===== src/rtl/gray_pkg.sv =====
// Shared definitions for the gray conversion arbiter.
// Holds the default datapath width, requester IDs and a reference gray formula
// usable by both design-side code and verification scoreboards.
package gray_pkg;

  localparam int unsigned DEFAULT_WIDTH = 4;

  localparam logic ID_REQ0 = 1'b0;
  localparam logic ID_REQ1 = 1'b1;

  // Reference binary-to-gray formula on a 32-bit container; callers truncate
  // to their own width. Upper bits stay zero when the input's upper bits are zero.
  function automatic logic [31:0] bin2gray_ref(input logic [31:0] bin);
    return bin ^ (bin >> 1);
  endfunction

endpackage


===== src/rtl/bin2gray_core.sv =====
// Combinational binary-to-gray converter.
// Ports:
//   bin  - binary input word
//   gray - gray-coded output word (MSB passes through, lower bits XOR with neighbour)
module bin2gray_core #(
  parameter int unsigned WIDTH = 4
) (
  input  logic [WIDTH-1:0] bin,
  output logic [WIDTH-1:0] gray
);

  always_comb begin
    gray = '0;
    gray[WIDTH-1] = bin[WIDTH-1];
    for (int i = 0; i < int'(WIDTH) - 1; i++) begin
      gray[i] = bin[i+1] ^ bin[i];
    end
  end

endmodule


===== src/rtl/gray_conv_arbiter.sv =====
// Two-requester round-robin arbiter sharing a single binary-to-gray converter,
// followed by one registered output slot with a valid/ready handshake.
// Ports:
//   clk, rst                      - clock, synchronous active-high reset
//   req0_valid/req0_bin/req0_ready - requester 0 handshake and binary word
//   req1_valid/req1_bin/req1_ready - requester 1 handshake and binary word
//   out_valid/out_gray/out_id      - registered result, source requester ID
//   out_ready                      - consumer takes the result this cycle
module gray_conv_arbiter
  import gray_pkg::*;
#(
  parameter int unsigned WIDTH = DEFAULT_WIDTH
) (
  input  logic             clk,
  input  logic             rst,
  input  logic             req0_valid,
  input  logic [WIDTH-1:0] req0_bin,
  output logic             req0_ready,
  input  logic             req1_valid,
  input  logic [WIDTH-1:0] req1_bin,
  output logic             req1_ready,
  output logic             out_valid,
  output logic [WIDTH-1:0] out_gray,
  output logic             out_id,
  input  logic             out_ready
);

  logic             out_valid_q, out_valid_d;
  logic [WIDTH-1:0] out_gray_q, out_gray_d;
  logic             out_id_q, out_id_d;
  logic             last_grant_q, last_grant_d;

  logic             can_accept;
  logic             has_grant;
  logic             grant;
  logic [WIDTH-1:0] sel_bin;
  logic [WIDTH-1:0] sel_gray;

  // The output slot is free when empty or when its current result leaves this cycle.
  assign can_accept = !out_valid_q || out_ready;

  always_comb begin
    has_grant = 1'b0;
    grant     = ID_REQ0;
    if (can_accept) begin
      if (req0_valid && req1_valid) begin
        has_grant = 1'b1;
        grant     = ~last_grant_q;
      end else if (req0_valid) begin
        has_grant = 1'b1;
        grant     = ID_REQ0;
      end else if (req1_valid) begin
        has_grant = 1'b1;
        grant     = ID_REQ1;
      end
    end
  end

  assign req0_ready = has_grant && (grant == ID_REQ0) && !rst;
  assign req1_ready = has_grant && (grant == ID_REQ1) && !rst;

  assign sel_bin = (grant == ID_REQ1) ? req1_bin : req0_bin;

  bin2gray_core #(
    .WIDTH(WIDTH)
  ) u_bin2gray_core (
    .bin (sel_bin),
    .gray(sel_gray)
  );

  always_comb begin
    out_valid_d  = out_valid_q;
    out_gray_d   = out_gray_q;
    out_id_d     = out_id_q;
    last_grant_d = last_grant_q;
    if (has_grant) begin
      out_valid_d  = 1'b1;
      out_gray_d   = sel_gray;
      out_id_d     = grant;
      last_grant_d = grant;
    end else if (out_ready) begin
      // Drained with nothing to refill; data fields keep their last value.
      out_valid_d = 1'b0;
    end
  end

  always_ff @(posedge clk) begin
    if (rst) begin
      out_valid_q  <= 1'b0;
      out_gray_q   <= '0;
      out_id_q     <= ID_REQ0;
      // Pretend requester 1 went last so requester 0 wins the first contention.
      last_grant_q <= ID_REQ1;
    end else begin
      out_valid_q  <= out_valid_d;
      out_gray_q   <= out_gray_d;
      out_id_q     <= out_id_d;
      last_grant_q <= last_grant_d;
    end
  end

  assign out_valid = out_valid_q;
  assign out_gray  = out_gray_q;
  assign out_id    = out_id_q;

endmodule


===== config.mk =====
export PLATFORM = sky130hd
export DESIGN_NAME = gray_conv_arbiter
export DESIGN_NICKNAME = d
export VERILOG_FILES = /design/src/rtl/gray_pkg.sv /design/src/rtl/bin2gray_core.sv /design/src/rtl/gray_conv_arbiter.sv
export SDC_FILE = /design/constraint.sdc
export NUM_CORES = 1
export LEC_CHECK = 0
export ABC_AREA = 0
export CAP_MARGIN = 20
export CORE_AREA = 3 3 40 42
export CTS_BUF_LIST = sky130_fd_sc_hd__clkbuf_16
export DETAILED_ROUTE_END_ITERATION = 10
export DIE_AREA = 0 0 43 45
export GPL_TIMING_DRIVEN = 0
export PLACE_DENSITY = 0.74
export SLEW_MARGIN = 40
export SYNTH_ARGS = -nofsm -noshare
export SYNTH_HDL_FRONTEND = slang
export SYNTH_SLANG_ARGS = --single-unit

===== constraint.sdc =====
create_clock -name clk -period 1.96 [get_ports clk]
set_input_delay 0.588 -clock clk [delete_from_list [all_inputs] [get_ports clk]]
set_output_delay 0.588 -clock clk [all_outputs]
set_load 0.005 [all_outputs]

After elaboration in Yosys (flattened, before gate mapping)
Index checks and enable logic that the tools add are counted.

cells by class
  mux-type cells = 10
  bitwise operators = 5
  reduce and logical (&&, ||, !) cells = 9

operators by type and width
  operator            count
  2-to-1 mux 1 bit    9
  logical AND 1 bit   5
  2-to-1 mux 4 bit    1
  XOR 1 bit           3
  zero test 1 bit     2
  NOT 1 bit           2
  nonzero test 2 bit  1
  logical OR 1 bit    1

storage, ports and cells
  register bits = 7
  bits of input ports = 13
  output and inout port bits = 8

Depth between registers and ports, before layout
Gate-level depths: netlist of the first run.

  depth after elaboration = 7
  depth in mapped cells = 4

Hierarchy
Synthesis of the first run repeated with hierarchy kept, for this count alone.

unflattened totals
  cells, all modules = 41
  area total of the unflattened synthesis = 399.1 um^2

modules (own cells, without submodules)
  module             instances  cells an instance  area an instance (um^2)  seq. area each (um^2)
  gray_conv_arbiter  1          37                 365.4                    140.1
  bin2gray_core      1          4                  33.8                     0.0

Worst setup path after synthesis of the first run
Ideal clock, no wire load.

  path kind = input-to-output
  start = input port out_ready
  end = output port req0_ready
  data arrival time = 1,203 ps
  path slack = 169 ps
  cell stages on the path = 4
  buffers on the path = 1
  path through = nand2b_1 clkbuf_1 nand2_1 nor3_1

between the ends
  cells in the longest elaborated chain, start to end = 5
  elaborated cells between the ends (all ways) = 6
  those cells by class = mux (2); bitwise (1); reduce/logical (3)

RTL lines
  element                            line                     RTL
  from (decl)                        gray_conv_arbiter.sv:25  input logic out_ready
  logical OR 1 bit *                 gray_conv_arbiter.sv:40  assign can_accept = !out_valid_q || out_ready;
  2-to-1 mux 1 bit                   gray_conv_arbiter.sv:45  if (can_accept) begin
  NOT 1 bit                          gray_conv_arbiter.sv:59  assign req0_ready = has_grant && (grant == ID_REQ0) && !rst;
  logical AND 1 bit * (2 in series)  gray_conv_arbiter.sv:59
  to (decl)                          gray_conv_arbiter.sv:18  output logic req0_ready,

Mark *: on every way between the ends. The rest lies on a longest branch, timed or not.

Final worst setup path of the first run
  start = input port out_ready
  end = output port req1_ready

between the ends
  cells in the longest elaborated chain, start to end = 4
  elaborated cells between the ends (all ways) = 5
  those cells by class = mux (2); reduce/logical (3)

RTL lines
  element                            line                     RTL
  logical OR 1 bit *                 gray_conv_arbiter.sv:40
  2-to-1 mux 1 bit                   gray_conv_arbiter.sv:45
  logical AND 1 bit * (2 in series)  gray_conv_arbiter.sv:60  assign req1_ready = has_grant && (grant == ID_REQ1) && !rst;
  to (decl)                          gray_conv_arbiter.sv:21  output logic req1_ready,

Marks and branches as above.

==> results of run 1 <==
## flip-flops by register name (all words and copies together), names as in the netlist
signal	flops
last_grant_q	1
out_gray	4
out_id	1
out_valid	1
## layer usage
layer | share of wire [%] | global-route usage [%]
met4 | 3.0 | 10.8
met5 | 0 | 0
met1 | 43 | 14.5
met3 | 9.4 | 3.98
met2 | 45 | 21.6
## synth_stat cells
cell,n
a21boi_0,1
clkbuf_1,2
nor2b_1,1
nor2_1,5
nand2_1,5
dfxtp_1,7
xnor2_1,3
o21ai_0,1
a2111oi_2,1
a311oi_1,1
nand2b_1,1
a21bo_4,1
mux2_2,1
a221o_1,1
mux2_4,2
a2111oi_1,2
nor3_1,3
and4_1,2
a21oi_1,6
or2_2,1
## cells in the final DEF (no fill, tap or decap), types with 2 or more instances in the layout
cell             instances
a21oi_1                  6
nor3_2                   2
buf_2                    3
clkdlybuf4s50_1         14
nor2_1                   5
dfxtp_1                  7
nand2_1                  4
buf_4                    3
clkbuf_16                3
xnor2_1                  3
mux2_4                   2
and4_1                   2
a2111oi_1                2
## repair_timing
action | in CTS | in global routing
gates resized for setup | 23 | 3
pin swaps | 2 | 1
gates cloned | 0 | 0
setup buffers | 3 | 0
endpoints found under the setup margin | 2 | 2
## critical path, cell delays in order
cell	delay, ps
dlygate4sd2_1	220
nand2b_4	150
nand2_4	60
nor3_2	130
buf_2	130
## metrics by stage
stage | std cells | hold slack (ps)
6_report | 87 | 486
5_1_grt | 87 | 510
4_1_cts | 87 | 484
3_5_place_dp | 81 | 479
3_3_place_gp | 81 | 470
2_1_floorplan | 47 | 470
## final cells by class
| cell class | instances | area, sq um | area share, % |
|---|---|---|---|
| Multi-Input combinational cell | 38 | 308 | 41.6 |
| Timing Repair Buffer | 22 | 191 | 25.8 |
| Sequential cell | 7 | 140 | 18.9 |
| Clock buffer | 3 | 75.1 | 10.1 |
| Tap cell | 15 | 18.8 | 2.53 |
| Clock inverter | 1 | 3.75 | 0.507 |
| Buffer | 1 | 3.75 | 0.507 |
## final timing paths
kind,start,endpoint,slack [ps],cells past startpoint
worst max-delay path,out_ready,req1_ready,110,5
worst min-delay path,out_id,out_id,490,2
worst max register to register,last_grant_q,out_gray[1],440,4
worst min register to register,out_id,out_id,490,2
## power groups by stage
stage          Sequential [W]  Combinational, W  Clock, W
6_report             0.000167          0.000131  0.000343
5_1_grt              0.000169          0.000142  0.000352
4_1_cts              0.000167          0.000132  0.000346
3_5_place_dp         0.000167          0.000122         0
3_3_place_gp         0.000167          0.000121         0
2_1_floorplan        0.000167         0.0000580         0
## kinds of logic after synthesis
logic type / after synthesis / share of synthesized area, %
compound gates: 14 / 27.0
mux: 3 / 9.91
xor+xnor: 3 / 6.31
flops: 7 / 33.6
buf+inv: 2 / 1.80
simple gates: 18 / 21.3
==> impl_metrics.json, run 1 <==
{
  "cts_tree": "built",
  "ir_worst_vdd_uv": 317,
  "vias": 446,
  "cp-end-kind": "primary output",
  "hold_viol": 0,
  "place.gp.congestion": 0.693,
  "worst_slew_pin_slew_ps": 491,
  "cts_hold_buf": 0,
  "yosysWarnings": 0,
  "synth_area_sq_um": 417,
  "cp.arrival_ps": 1270,
  "path_class": "in -> out",
  "avgRoutedWirePerCell_um": 12.8,
  "antenna_found_initial": 0,
  "die_height_um": 45,
  "area_delta_synth_final_pct": 77.8,
  "synth_cells": 47,
  "setup_tns_ps": 0,
  "dp_slack_ps": -946,
  "cts_buffers": 3,
  "cp.required_ps": 1370,
  "die_w_um": 43,
  "vias_per_cell": 5.13,
  "io_buffers": 19,
  "groute.usage.overall_pct": 13.3,
  "clkPwrFrac_pct": 53.5,
  "slew_headroom_pct": 67.3,
  "num_antenna_cells": 0,
  "power_switching_w": 0.000139,
  "grt_overflow": 0,
  "switching_share_pct": 21.6,
  "synth_area_leaders": "dfxtp_1, a21oi_1, mux2_4",
  "min_path_type": "reg -> reg",
  "postLayoutSetupSlackWorst_ps": 105,
  "avgSynthCellArea_sq_um": 8.86,
  "drv_slew": 0,
  "nFillCells": 129,
  "drtIter0Drc": 4,
  "timing.fmax_mhz": 539,
  "synth-seq-area-share_pct": 33.6,
  "yosys_register_bits": 7,
  "power_density_nw_per_um2": 865,
  "synth_top_area_share_pct": 33.6,
  "combPwrFrac_pct": 20.4,
  "syn_nets": 60,
  "grt_max_degree": 10,
  "power_w": 0.000641,
  "path_max_fanout": 3,
  "grt_pass1_vias": 432,
  "cts_buffer_depth": 2,
  "outcome": "finished, final reports clean",
  "grt_first_pass_wirelength_um": 1860,
  "finClkSkew_ps": 0.219,
  "layout_min_cycle_time_ps": 1850,
  "period_share_pct": 94.6,
  "drc_errors": 0,
  "cts_max_level": 1,
  "wl_um": 1110,
  "dpl_cell_area_sq_um": 626,
  "design.die.area_sq_um": 1940,
  "clk_pin_slew_worst_paths_ps": 40,
  "utilization_pct": 57.6,
  "final_area_sq_um": 741,
  "cts.sinks": 7,
  "detail-route-antenna-nets": 0,
  "initial_core_util_pct": 32.4,
  "hpwl_um": 759,
  "maxCapViolCount": 0,
  "nets": 86,
  "ios": 21,
  "grt_setup_unrepaired": "no",
  "setup_viol": 0,
  "fp.coreArea_sq_um": 1280,
  "drtPass1Iterations": 4,
  "ys_types": 20,
  "cts-root-buf": "clkbuf_16",
  "pwr-share-seq_pct": 26.1,
  "insertion_delay_ps": 230,
  "p_int_w": 0.000502,
  "drive_gt1_share_pct": 29.2,
  "p_leak_nw": 0.303,
  "num_rows": 13,
  "synth_area_leader_cell": "dfxtp_1",
  "cp-start-kind": "primary input"
}
No activity file was read; power rests on OpenSTA's default activity.
==> run 2, diff against run 1 <==
--- a/config.mk
+++ b/config.mk
@@ -11,6 +11,7 @@
 export CTS_BUF_LIST = sky130_fd_sc_hd__clkbuf_16
 export DETAILED_ROUTE_END_ITERATION = 10
 export DIE_AREA = 0 0 43 45
+export GPL_ROUTABILITY_DRIVEN = 0
 export GPL_TIMING_DRIVEN = 0
 export PLACE_DENSITY = 0.74
 export SLEW_MARGIN = 40
==> results of run 2 <==
The final DEF is identical to that of run 1; final timing and power are the same.
